===== src/rtl/adder_arb_pkg.sv =====
// rtl/adder_arb_pkg.sv - shared types and round-robin pick helper for the adder arbiter
package adder_arb_pkg;

  // Tags are sized for the largest supported requester count so one type serves every instance.
  localparam int max_req = 8;
  localparam int tag_w   = $clog2(max_req);

  typedef logic [tag_w-1:0] tag_t;

  typedef struct packed {
    logic found;
    tag_t grant;
  } pick_t;

  function automatic pick_t rr_pick(input logic [max_req-1:0] vld, input tag_t ptr, input int n);
    pick_t res;
    int    idx;
    res = '0;
    for (int k = 0; k < max_req; k++) begin
      idx = int'(ptr) + k;
      if (idx >= n) idx = idx - n;
      if (k < n && !res.found && vld[tag_t'(idx)]) begin
        res.found = 1'b1;
        res.grant = tag_t'(idx);
      end
    end
    return res;
  endfunction

endpackage


===== src/rtl/adder_arb_tag_fifo.sv =====
// rtl/adder_arb_tag_fifo.sv - synchronous FIFO of requester tags in issue order
module adder_arb_tag_fifo
  import adder_arb_pkg::*;
#(
  parameter int depth = 4
) (
  input  logic                         clk,
  input  logic                         rst_n,
  input  logic                         push,
  input  tag_t                         push_tag,
  input  logic                         pop,
  output logic                         full,
  output logic                         empty,
  output tag_t                         head,
  output logic [$clog2(depth+1)-1:0]   count
);

  localparam int ptr_w = $clog2(depth);
  localparam int cnt_w = $clog2(depth+1);

  tag_t             mem_q [depth];
  tag_t             mem_d [depth];
  logic [ptr_w-1:0] wr_ptr_q, wr_ptr_d;
  logic [ptr_w-1:0] rd_ptr_q, rd_ptr_d;
  logic [cnt_w-1:0] count_q, count_d;

  always_comb begin
    mem_d    = mem_q;
    wr_ptr_d = wr_ptr_q;
    rd_ptr_d = rd_ptr_q;
    count_d  = count_q;
    if (push) begin
      mem_d[wr_ptr_q] = push_tag;
      wr_ptr_d        = wr_ptr_q + ptr_w'(1);
    end
    if (pop) rd_ptr_d = rd_ptr_q + ptr_w'(1);
    case ({push, pop})
      2'b10:   count_d = count_q + cnt_w'(1);
      2'b01:   count_d = count_q - cnt_w'(1);
      default: count_d = count_q;
    endcase
  end

  always_ff @(posedge clk or negedge rst_n) begin
    if (!rst_n) begin
      for (int i = 0; i < depth; i++) mem_q[i] <= '0;
      wr_ptr_q <= '0;
      rd_ptr_q <= '0;
      count_q  <= '0;
    end else begin
      mem_q    <= mem_d;
      wr_ptr_q <= wr_ptr_d;
      rd_ptr_q <= rd_ptr_d;
      count_q  <= count_d;
    end
  end

  assign full  = (count_q == cnt_w'(depth));
  assign empty = (count_q == '0);
  assign head  = mem_q[rd_ptr_q];
  assign count = count_q;

endmodule


===== src/rtl/adder_rr_arbiter.sv =====
// rtl/adder_rr_arbiter.sv - round-robin sharing of one flow-controlled adder among n_req requesters
module adder_rr_arbiter
  import adder_arb_pkg::*;
#(
  parameter int n_req     = 4,
  parameter int width     = 8,
  parameter int tag_depth = 4
) (
  input  logic                           clk,
  input  logic                           rst_n,
  input  logic [n_req-1:0]               req_vld,
  output logic [n_req-1:0]               req_rdy,
  input  logic [n_req*width-1:0]         req_a,
  input  logic [n_req*width-1:0]         req_b,
  output logic [n_req-1:0]               rsp_vld,
  input  logic [n_req-1:0]               rsp_rdy,
  output logic [width:0]                 rsp_sum,
  output logic                           a_vld,
  input  logic                           a_rdy,
  output logic [width-1:0]               a_data,
  output logic                           b_vld,
  input  logic                           b_rdy,
  output logic [width-1:0]               b_data,
  input  logic                           sum_vld,
  output logic                           sum_rdy,
  input  logic [width:0]                 sum_data,
  output logic [$clog2(tag_depth+1)-1:0] outstanding
);

  logic [width-1:0] a_q, a_d, b_q, b_d;
  logic             slot_vld_q, slot_vld_d;
  logic             a_sent_q, a_sent_d, b_sent_q, b_sent_d;
  tag_t             rr_ptr_q, rr_ptr_d;

  logic               a_hs, b_hs, slot_free, load, pop;
  logic               fifo_full, tag_empty, tag_full;
  tag_t               head;
  pick_t              pick;
  logic [max_req-1:0] vld_ext, rsp_rdy_ext;

  assign vld_ext     = max_req'(req_vld);
  assign rsp_rdy_ext = max_req'(rsp_rdy);

  always_comb begin
    a_vld     = slot_vld_q & ~a_sent_q;
    b_vld     = slot_vld_q & ~b_sent_q;
    a_hs      = a_vld & a_rdy;
    b_hs      = b_vld & b_rdy;
    slot_free = ~slot_vld_q | ((a_sent_q | a_hs) & (b_sent_q | b_hs));
    sum_rdy   = ~tag_empty & rsp_rdy_ext[head];
    pop       = sum_vld & sum_rdy;
    // A pop in the same cycle makes room, so a full FIFO can still accept.
    tag_full  = fifo_full & ~pop;
    pick      = rr_pick(vld_ext, rr_ptr_q, n_req);
    load      = slot_free & ~tag_full & pick.found;
    req_rdy   = '0;
    rsp_vld   = '0;
    for (int i = 0; i < n_req; i++) begin
      req_rdy[i] = load & (pick.grant == tag_t'(i));
      rsp_vld[i] = sum_vld & ~tag_empty & (head == tag_t'(i));
    end
  end

  always_comb begin
    a_d        = a_q;
    b_d        = b_q;
    slot_vld_d = slot_vld_q;
    a_sent_d   = a_sent_q;
    b_sent_d   = b_sent_q;
    rr_ptr_d   = rr_ptr_q;
    if (load) begin
      a_d        = req_a[int'(pick.grant)*width +: width];
      b_d        = req_b[int'(pick.grant)*width +: width];
      slot_vld_d = 1'b1;
      a_sent_d   = 1'b0;
      b_sent_d   = 1'b0;
      rr_ptr_d   = (int'(pick.grant) == n_req-1) ? '0 : pick.grant + tag_t'(1);
    end else if (slot_free) begin
      slot_vld_d = 1'b0;
      a_sent_d   = 1'b0;
      b_sent_d   = 1'b0;
    end else begin
      a_sent_d   = a_sent_q | a_hs;
      b_sent_d   = b_sent_q | b_hs;
    end
  end

  always_ff @(posedge clk or negedge rst_n) begin
    if (!rst_n) begin
      a_q        <= '0;
      b_q        <= '0;
      slot_vld_q <= 1'b0;
      a_sent_q   <= 1'b0;
      b_sent_q   <= 1'b0;
      rr_ptr_q   <= '0;
    end else begin
      a_q        <= a_d;
      b_q        <= b_d;
      slot_vld_q <= slot_vld_d;
      a_sent_q   <= a_sent_d;
      b_sent_q   <= b_sent_d;
      rr_ptr_q   <= rr_ptr_d;
    end
  end

  assign a_data  = a_q;
  assign b_data  = b_q;
  assign rsp_sum = sum_data;

  adder_arb_tag_fifo #(.depth(tag_depth)) u_tag_fifo (
    .clk      (clk),
    .rst_n    (rst_n),
    .push     (load),
    .push_tag (pick.grant),
    .pop      (pop),
    .full     (fifo_full),
    .empty    (tag_empty),
    .head     (head),
    .count    (outstanding)
  );

endmodule


===== config.mk =====
export PLATFORM = sky130hd
export DESIGN_NAME = adder_rr_arbiter
export DESIGN_NICKNAME = d
export VERILOG_FILES = /design/src/rtl/adder_arb_pkg.sv /design/src/rtl/adder_arb_tag_fifo.sv /design/src/rtl/adder_rr_arbiter.sv
export SDC_FILE = /design/constraint.sdc
export NUM_CORES = 1
export LEC_CHECK = 0
export ABC_AREA = 1
export BUFFER_PORTS_ARGS = -buffer_cell sky130_fd_sc_hd__buf_2
export CORE_ASPECT_RATIO = 1.4
export CORE_UTILIZATION = 40
export DETAILED_ROUTE_END_ITERATION = 6
export MAX_ROUTING_LAYER = met4
export PLACE_DENSITY = 0.68
export SLEW_MARGIN = 0
export SYNTH_ARGS = -nofsm -noshare
export SYNTH_HDL_FRONTEND = slang
export SYNTH_SLANG_ARGS = --single-unit

===== constraint.sdc =====
create_clock -name clk -period 3.2 [get_ports clk]
set_input_delay 0.64 -clock clk [delete_from_list [all_inputs] [get_ports clk]]
set_output_delay 0.64 -clock clk [all_outputs]
set_load 0.01 [all_outputs]

**Yosys cells after proc, flatten, opt, wreduce, memory -nomap -nowiden**

Cells that the tools add are included.

- Flip-flop bits (word level): 41
- Input port bits: 86
- Logic and storage cells: 123

- Magnitude comparators: 12
- Shift operators: 2
- Muxes and demuxes: 32
- Eq/ne operators: 10
- Reduce and logical (&&, ||, !) cells: 12
- Add/sub/neg operators: 12
- Bitwise logic cells: 30

Operators with widths:

| operator | count |
|---|---|
| $shiftx A32 B7 Y8 | 2 |
| $mux W3 | 8 |
| $lt A3 B4 Y1 const B | 5 |
| $and A1 B1 Y1 | 19 |
| $mux W4 | 4 |
| $bmux W1 S3 | 5 |
| $bwmux W12 | 1 |
| $eq A3 B2 Y1 const B | 4 |
| $ge A4 B3 Y1 const B | 3 |
| $sub A3 B3 Y3 const B | 4 |
| $mux W1 | 11 |
| $ge A3 B3 Y1 const B | 3 |
| $logic_not A3 Y1 | 3 |
| $add A3 B2 Y4 const B | 2 |
| $add A3 B1 Y3 const B | 2 |
| $bmux W3 S2 | 1 |
| $demux W3 S2 | 1 |
| $eq A3 B1 Y1 const B | 2 |
| $eq A3 B3 Y1 const B | 2 |
| $not A1 Y1 | 6 |
| $not A2 Y3 | 2 |
| $pmux W3 S2 | 1 |
| $add A2 B1 Y2 const B | 2 |
| $add A3 B1 Y4 const B | 1 |
| 8 further kinds | 16 |

**Depth between registers and ports, before layout**

- Word-level depth: 17
- Gate-level depth with buffers: 20
- Gate-level depth less buffers: 17

**Modules after synthesis**

A second synthesis with hierarchy kept.

- Cells, all modules: 434
- Area, all modules: 3000.4 um^2

By module, submodules not included:

| module | instances | cells an instance | seq. area each (um^2) | area each (um^2) |
|---|---|---|---|---|
| adder_rr_arbiter | 1 | 328 | 550.5 | 2060.7 |
| adder_arb_tag_fifo | 1 | 106 | 475.5 | 939.7 |

**Worst setup path after synthesis**

No wires, ideal clock.

- Path type: register to register
- Start point: register rr_ptr_q[0]
- End point: register u_tag_fifo.count_q[2] (netlist: u_tag_fifo.count[2])
- Stages on the path, launching flop included: 18
- Setup time: 131 ps
- Required time: 3069 ps
- Slack: 282 ps
- Arrival time: 2787 ps
- Period minus slack after synthesis: 2918 ps
- Cells stage by stage: dfrtp_1 > inv_2 > ha_1 > inv_2 > nand3_1 > nand3_2 > nand2_2 > nor2_4 > a21oi_1 > nand2_1 > buf_4 > buf_4 > ha_1 > inv_1 > fa_1 > a21oi_1 > o21ai_0 > xor2_1

- Cells in the longest elaborated chain, start to end: 17
- Elaborated cells on any way between the ends: 38
- Classes of those cells: add/sub (7); order compare (4); eq/ne (2); mux (17); bitwise (1); reduce/logical (7)

Ends and longest elaborated chain:

| item | RTL line | text |
|---|---|---|
| from (decl) | adder_rr_arbiter.sv:33 | `tag_t rr_ptr_q, rr_ptr_d;` |
| from (signal assigned) | adder_rr_arbiter.sv:102 | `rr_ptr_q <= rr_ptr_d;` |
| branches (longest 13 deep; another with $add A3 B1 Y4) | n/a |  |
| $mux W4 (*) | adder_arb_pkg.sv:22 | `if (k < n && !res.found && vld[tag_t'(idx)]) begin` |
| $and A1 B1 Y1 (*) | adder_rr_arbiter.sv:55 | `load = slot_free & ~tag_full & pick.found;` |
| $eq A2 B1 Y1 or $eq A2 B2 Y1 (tied branches) | adder_arb_tag_fifo.sv:37 | `case ({push, pop})` |
| $pmux W3 S2 or $reduce_bool A2 Y1 (tied branches) | n/a |  |
| to (signal assigned) | adder_arb_tag_fifo.sv:54 | `count_q <= count_d;` |
| to (decl) | adder_arb_tag_fifo.sv:25 | `logic [cnt_w-1:0] count_q, count_d;` |

Every way passes the cells marked *. The select of a mux whose other input is x is not followed.
A chain may end at the register's enable or synchronous reset.

**Worst setup path in the final report**

- Start point: register rr_ptr_q[0]
- End point: output port req_rdy[3]

- Cells in the longest elaborated chain, start to end: 16
- Elaborated cells on any way between the ends: 36
- Classes of those cells: add/sub (7); order compare (4); eq/ne (1); mux (16); bitwise (2); reduce/logical (6)

Ends and longest elaborated chain:

| item | RTL line | text |
|---|---|---|
| branches (longest 13 deep; another with $add A3 B1 Y4) | n/a |  |
| $mux W4 (*) | adder_arb_pkg.sv:22 |  |
| $eq A3 B2 Y1 or $and A1 B1 Y1 (tied branches) | adder_rr_arbiter.sv:59, adder_rr_arbiter.sv:55 |  |
| $and A1 B1 Y1 (*) | adder_rr_arbiter.sv:59 | `req_rdy[i] = load & (pick.grant == tag_t'(i));` |
| to (decl) | adder_rr_arbiter.sv:12 | `output logic [n_req-1:0] req_rdy,` |

Marked as above.

==> flow_summary_export.csv <==
group,metric,value,unit
setup_path,path_cells,"buf_4 -> ha_1 -> nand4_1 -> nand3_2 -> nor2_1 -> nand2_1 -> nand3_2 -> nor2_4 -> nor2_8 -> ha_1 -> inv_1 -> nor2_1 -> buf_2",
clock_tree,clock_path_buffers,2,
timing,fin_crit_sh,95.96,%
place,place_hpwl,6016,µm
setup_path,reg2reg_to,"u_tag_fifo.count[2]$_DFFE_PN0P_",
power_and_ir_drop,internal-power,2.282,mW
routing,ant_nets,0,
timing,fmax,325.7,MHz
routing,wl_met3,309,µm
synthesis,postSynthAreaPerCell,6.618,µm²
power_and_ir_drop,p_per_area,1279,mW/mm²
place,gp_congestion,0.9257,
synthesis,yosys-top-cells-area,"dfrtp_1 32%, nand2_1 17%, inv_1 11%",
timing,hold_violations,0,
floorplanning,rows,38,
synthesis,synth_flop_cell,"dfrtp_1",
grt,antenna_found_initial,0,
setup_path,critPathKind,"flop to output pin",
routing,met2_length,4102,µm
timing,fin_crit,3.071,ns
synthesis,synth_top_area_share,31.83,%
power_and_ir_drop,power.leakage,2.450,nW
power_and_ir_drop,switchingPower,2.691,mW
synthesis,post-synth-top-area-cell,"dfrtp_1",
timing,setup_violations,0,
setup_path,endpoint_kind,"output pin",
power_and_ir_drop,switching_share,54.12,%
routing,route.detailed.drc,0,
routing,wl_per_cell,11.54,µm
setup_path,cpPeakStageDelay,0.43,ns
setup_path,critical_path.startpoint,"rr_ptr_q[0]$_DFFE_PN0P_",
synthesis,synth_fp_nets,585,
synthesis,netlist_instances,487,
clock_tree,cts_max_level,2,
setup_path,cp_data_arrival_time,2.43,ns
synthesis,synth_cell_type_count,32,
synthesis,syn_area,0.003223,mm²
layout,nNetsFinal,682,
routing,totalWireLength,7903,µm
routing,highest_layer,"met4",
floorplanning,die_x,77.87,µm
power_and_ir_drop,combPwrFrac,74.5,%
grt,grt.total_usage,20.26,%
timing,finClkSkew,0.003408,ns
layout,post_route_cells_drive_above_1_share,27.69,%
clock_tree,worstSkewPairLatency,0.30,ns
floorplanning,io_pins,125,
clock_tree,cts.sinks,41,
routing,vias,3187,
min_path,hp-class,"input pin to async pin",
setup_path,crit_path_max_fanout,7,
setup_path,reg2reg_from,"u_tag_fifo.rd_ptr_q[0]$_DFFE_PN0P_",
layout,syn2layout_area_growth,20.65,%
floorplanning,fp.dieH,108.2,µm
timing,tns,0,ns
outcome,status,"completed",
setup_path,r2r_cells,17,
power_and_ir_drop,power.total,4.973,mW
setup_path,slowest_stage,"dfrtp_2",
floorplanning,start_util,41.34,%
synthesis,ys_ff_latch,41,
floorplanning,design.core.area,0.007797,mm²
clock_tree,root_buffer,"clkbuf_8",
synthesis,yosysWarnings,0,
synthesis,synth-async-reset-ratio,100.0,%
synthesis,synth_edf_count,0,
floorplanning,die_area,0.008426,mm²
routing,via_per_inst,4.653,
synthesis,yosysMostFrequentCell,"nand2_1",
timing,final_max_slew_viol_count,0,
clock_tree,cts_hold_buf,0,
grt,overflow,0,
clock_tree,cts_made_buffers,5,
power_and_ir_drop,clkPwrFrac,6.9,%
timing,worst_pin_slew,0.9257,ns
layout,antennaDiodeCount,0,
synthesis,yosysSeqAreaShare,31.83,%
setup_path,start_kind,"flop",
place,io_buffers,106,
grt,grt_pass1_vias,3068,
power_and_ir_drop,ir_drop,0.0006526,V
routing,drt_iter0_markers,148,
routing,wl_met1,3299,µm
clock_tree,cts_tree,"done",
grt,grt_pass1_wl,13250,µm
synthesis,synth_common_cells,"147 x nand2_1, 98 x inv_1, 73 x nand3_1, 41 x dfrtp_1, 21 x nor2_1",
timing,rsz0062_at_grt,"no",
clock_tree,clk_pin_slew_worst_paths,0.08,ns
setup_path,r2r_slack,0.55,ns
layout,fillers,813,
power_and_ir_drop,p_seq_share,18.7,%
grt,grt_max_degree,42,
job,maxCapViolCount,0,
routing,drt_first_pass_iters,4,
setup_path,worstPathRequired,2.56,ns
timing,slew-limit-headroom,38.29,%
[registers in the layout, indices dropped and copies added (netlist names), 2 cells and up]
register,flops
a_data,8
b_data,8
rr_ptr_q,3
u_tag_fifo.count,3
u_tag_fifo.mem_q,12
u_tag_fifo.rd_ptr_q,2
u_tag_fifo.wr_ptr_q,2
[kinds of logic (layout without fill, tap and decap cells)]
| family | count (synthesis) | count (layout) | synth area share (%) |
|---|---|---|---|
| xor+xnor | 4 | 4 | 1.087 |
| fa+ha+maj | 12 | 12 | 4.891 |
| simple gates | 268 | 268 | 38.43 |
| buf+inv | 134 | 232 | 18.79 |
| compound gates | 28 | 28 | 4.969 |
| flops | 41 | 41 | 31.83 |
[final cells by class]
type | count | area [µm²] | area share (%)
inverters | 107 | 404.1 | 10.39
multi-input cells | 312 | 1624 | 41.76
clock inverters | 3 | 17.52 | 0.4505
clock buffers | 5 | 68.82 | 1.770
flip-flops and latches | 41 | 1028 | 26.45
well taps | 100 | 125.1 | 3.218
repair buffers | 117 | 620.6 | 15.96
[worst max path at each step]
stage | endpoint | slack (ns) | cells past startpoint
floorplan | u_tag_fifo.count[2]$_DFFE_PN0P_ | 0.28 | 17
CTS | req_rdy[3] | 0.07 | 15
global route | req_rdy[3] | 0.01 | 13
detailed placement | req_rdy[1] | 0.16 | 13
finish | req_rdy[3] | 0.13 | 13
global placement | req_rdy[1] | 0.25 | 15
[metrics by stage]
| step | utilization, % | hold slack, ns | cell area, µm² | cells | worst slack [ns] |
|---|---|---|---|---|---|
| after floorplan | - | 0.3444 | 3223 | 487 | 0.2820 |
| after global routing | 49.87 | 0.4953 | 3889 | 685 | 0.01241 |
| after detailed placement | 47.71 | 0.4478 | 3720 | 672 | 0.1587 |
| after CTS | 49.25 | 0.4684 | 3840 | 684 | 0.06971 |
| after global placement | 47.71 | 0.4483 | 3720 | 672 | 0.2454 |
| final | 49.87 | 0.4669 | 3889 | 685 | 0.1294 |
[critical path: cells and delay by family (launching register included)]
kind                     cells  cell delay [ns]
AND/OR/NAND/NOR              8             0.98
flip-flops                   1             0.43
buffers and inverters        3             0.37
adder cells (fa/ha/maj)      2             0.34
[power groups by stage]
stage / logic, mW / registers, mW / clock network (mW)
6_report: 3.70 / 0.928 / 0.343
5_1_grt: 4.20 / 0.956 / 0.369
4_1_cts: 3.61 / 0.929 / 0.349
3_5_place_dp: 3.51 / 0.946 / 0
3_3_place_gp: 3.45 / 0.939 / 0
2_1_floorplan: 2.83 / 0.952 / 0
[per-layer routing]
metal	up-vias	global-route usage, %
met5	-	-
met4	0	8.895
met3	18	2.363
met2	96	36.16
met1	1414	22.63
li1	1659	-
[cell usage in the layout, fill, tap and decap left out, types with 3 or more instances in the layout]
cell,instances
nand2_1,147
o21ai_0,8
inv_2,8
dfrtp_1,39
nand4_1,3
xor2_1,3
buf_4,10
inv_1,98
o21ai_1,9
ha_1,10
clkbuf_8,5
nor2_1,21
a21oi_1,5
nand2_2,4
nand3_1,72
buf_2,106
nand3_2,10
[what timing repair did]
action	4_1_cts	5_1_grt
setup buffers	4	1
resized for setup	2	9
setup endpoints to repair	4	4
pin swaps	1	1
Note: power is estimated with default switching activity, not from simulation.
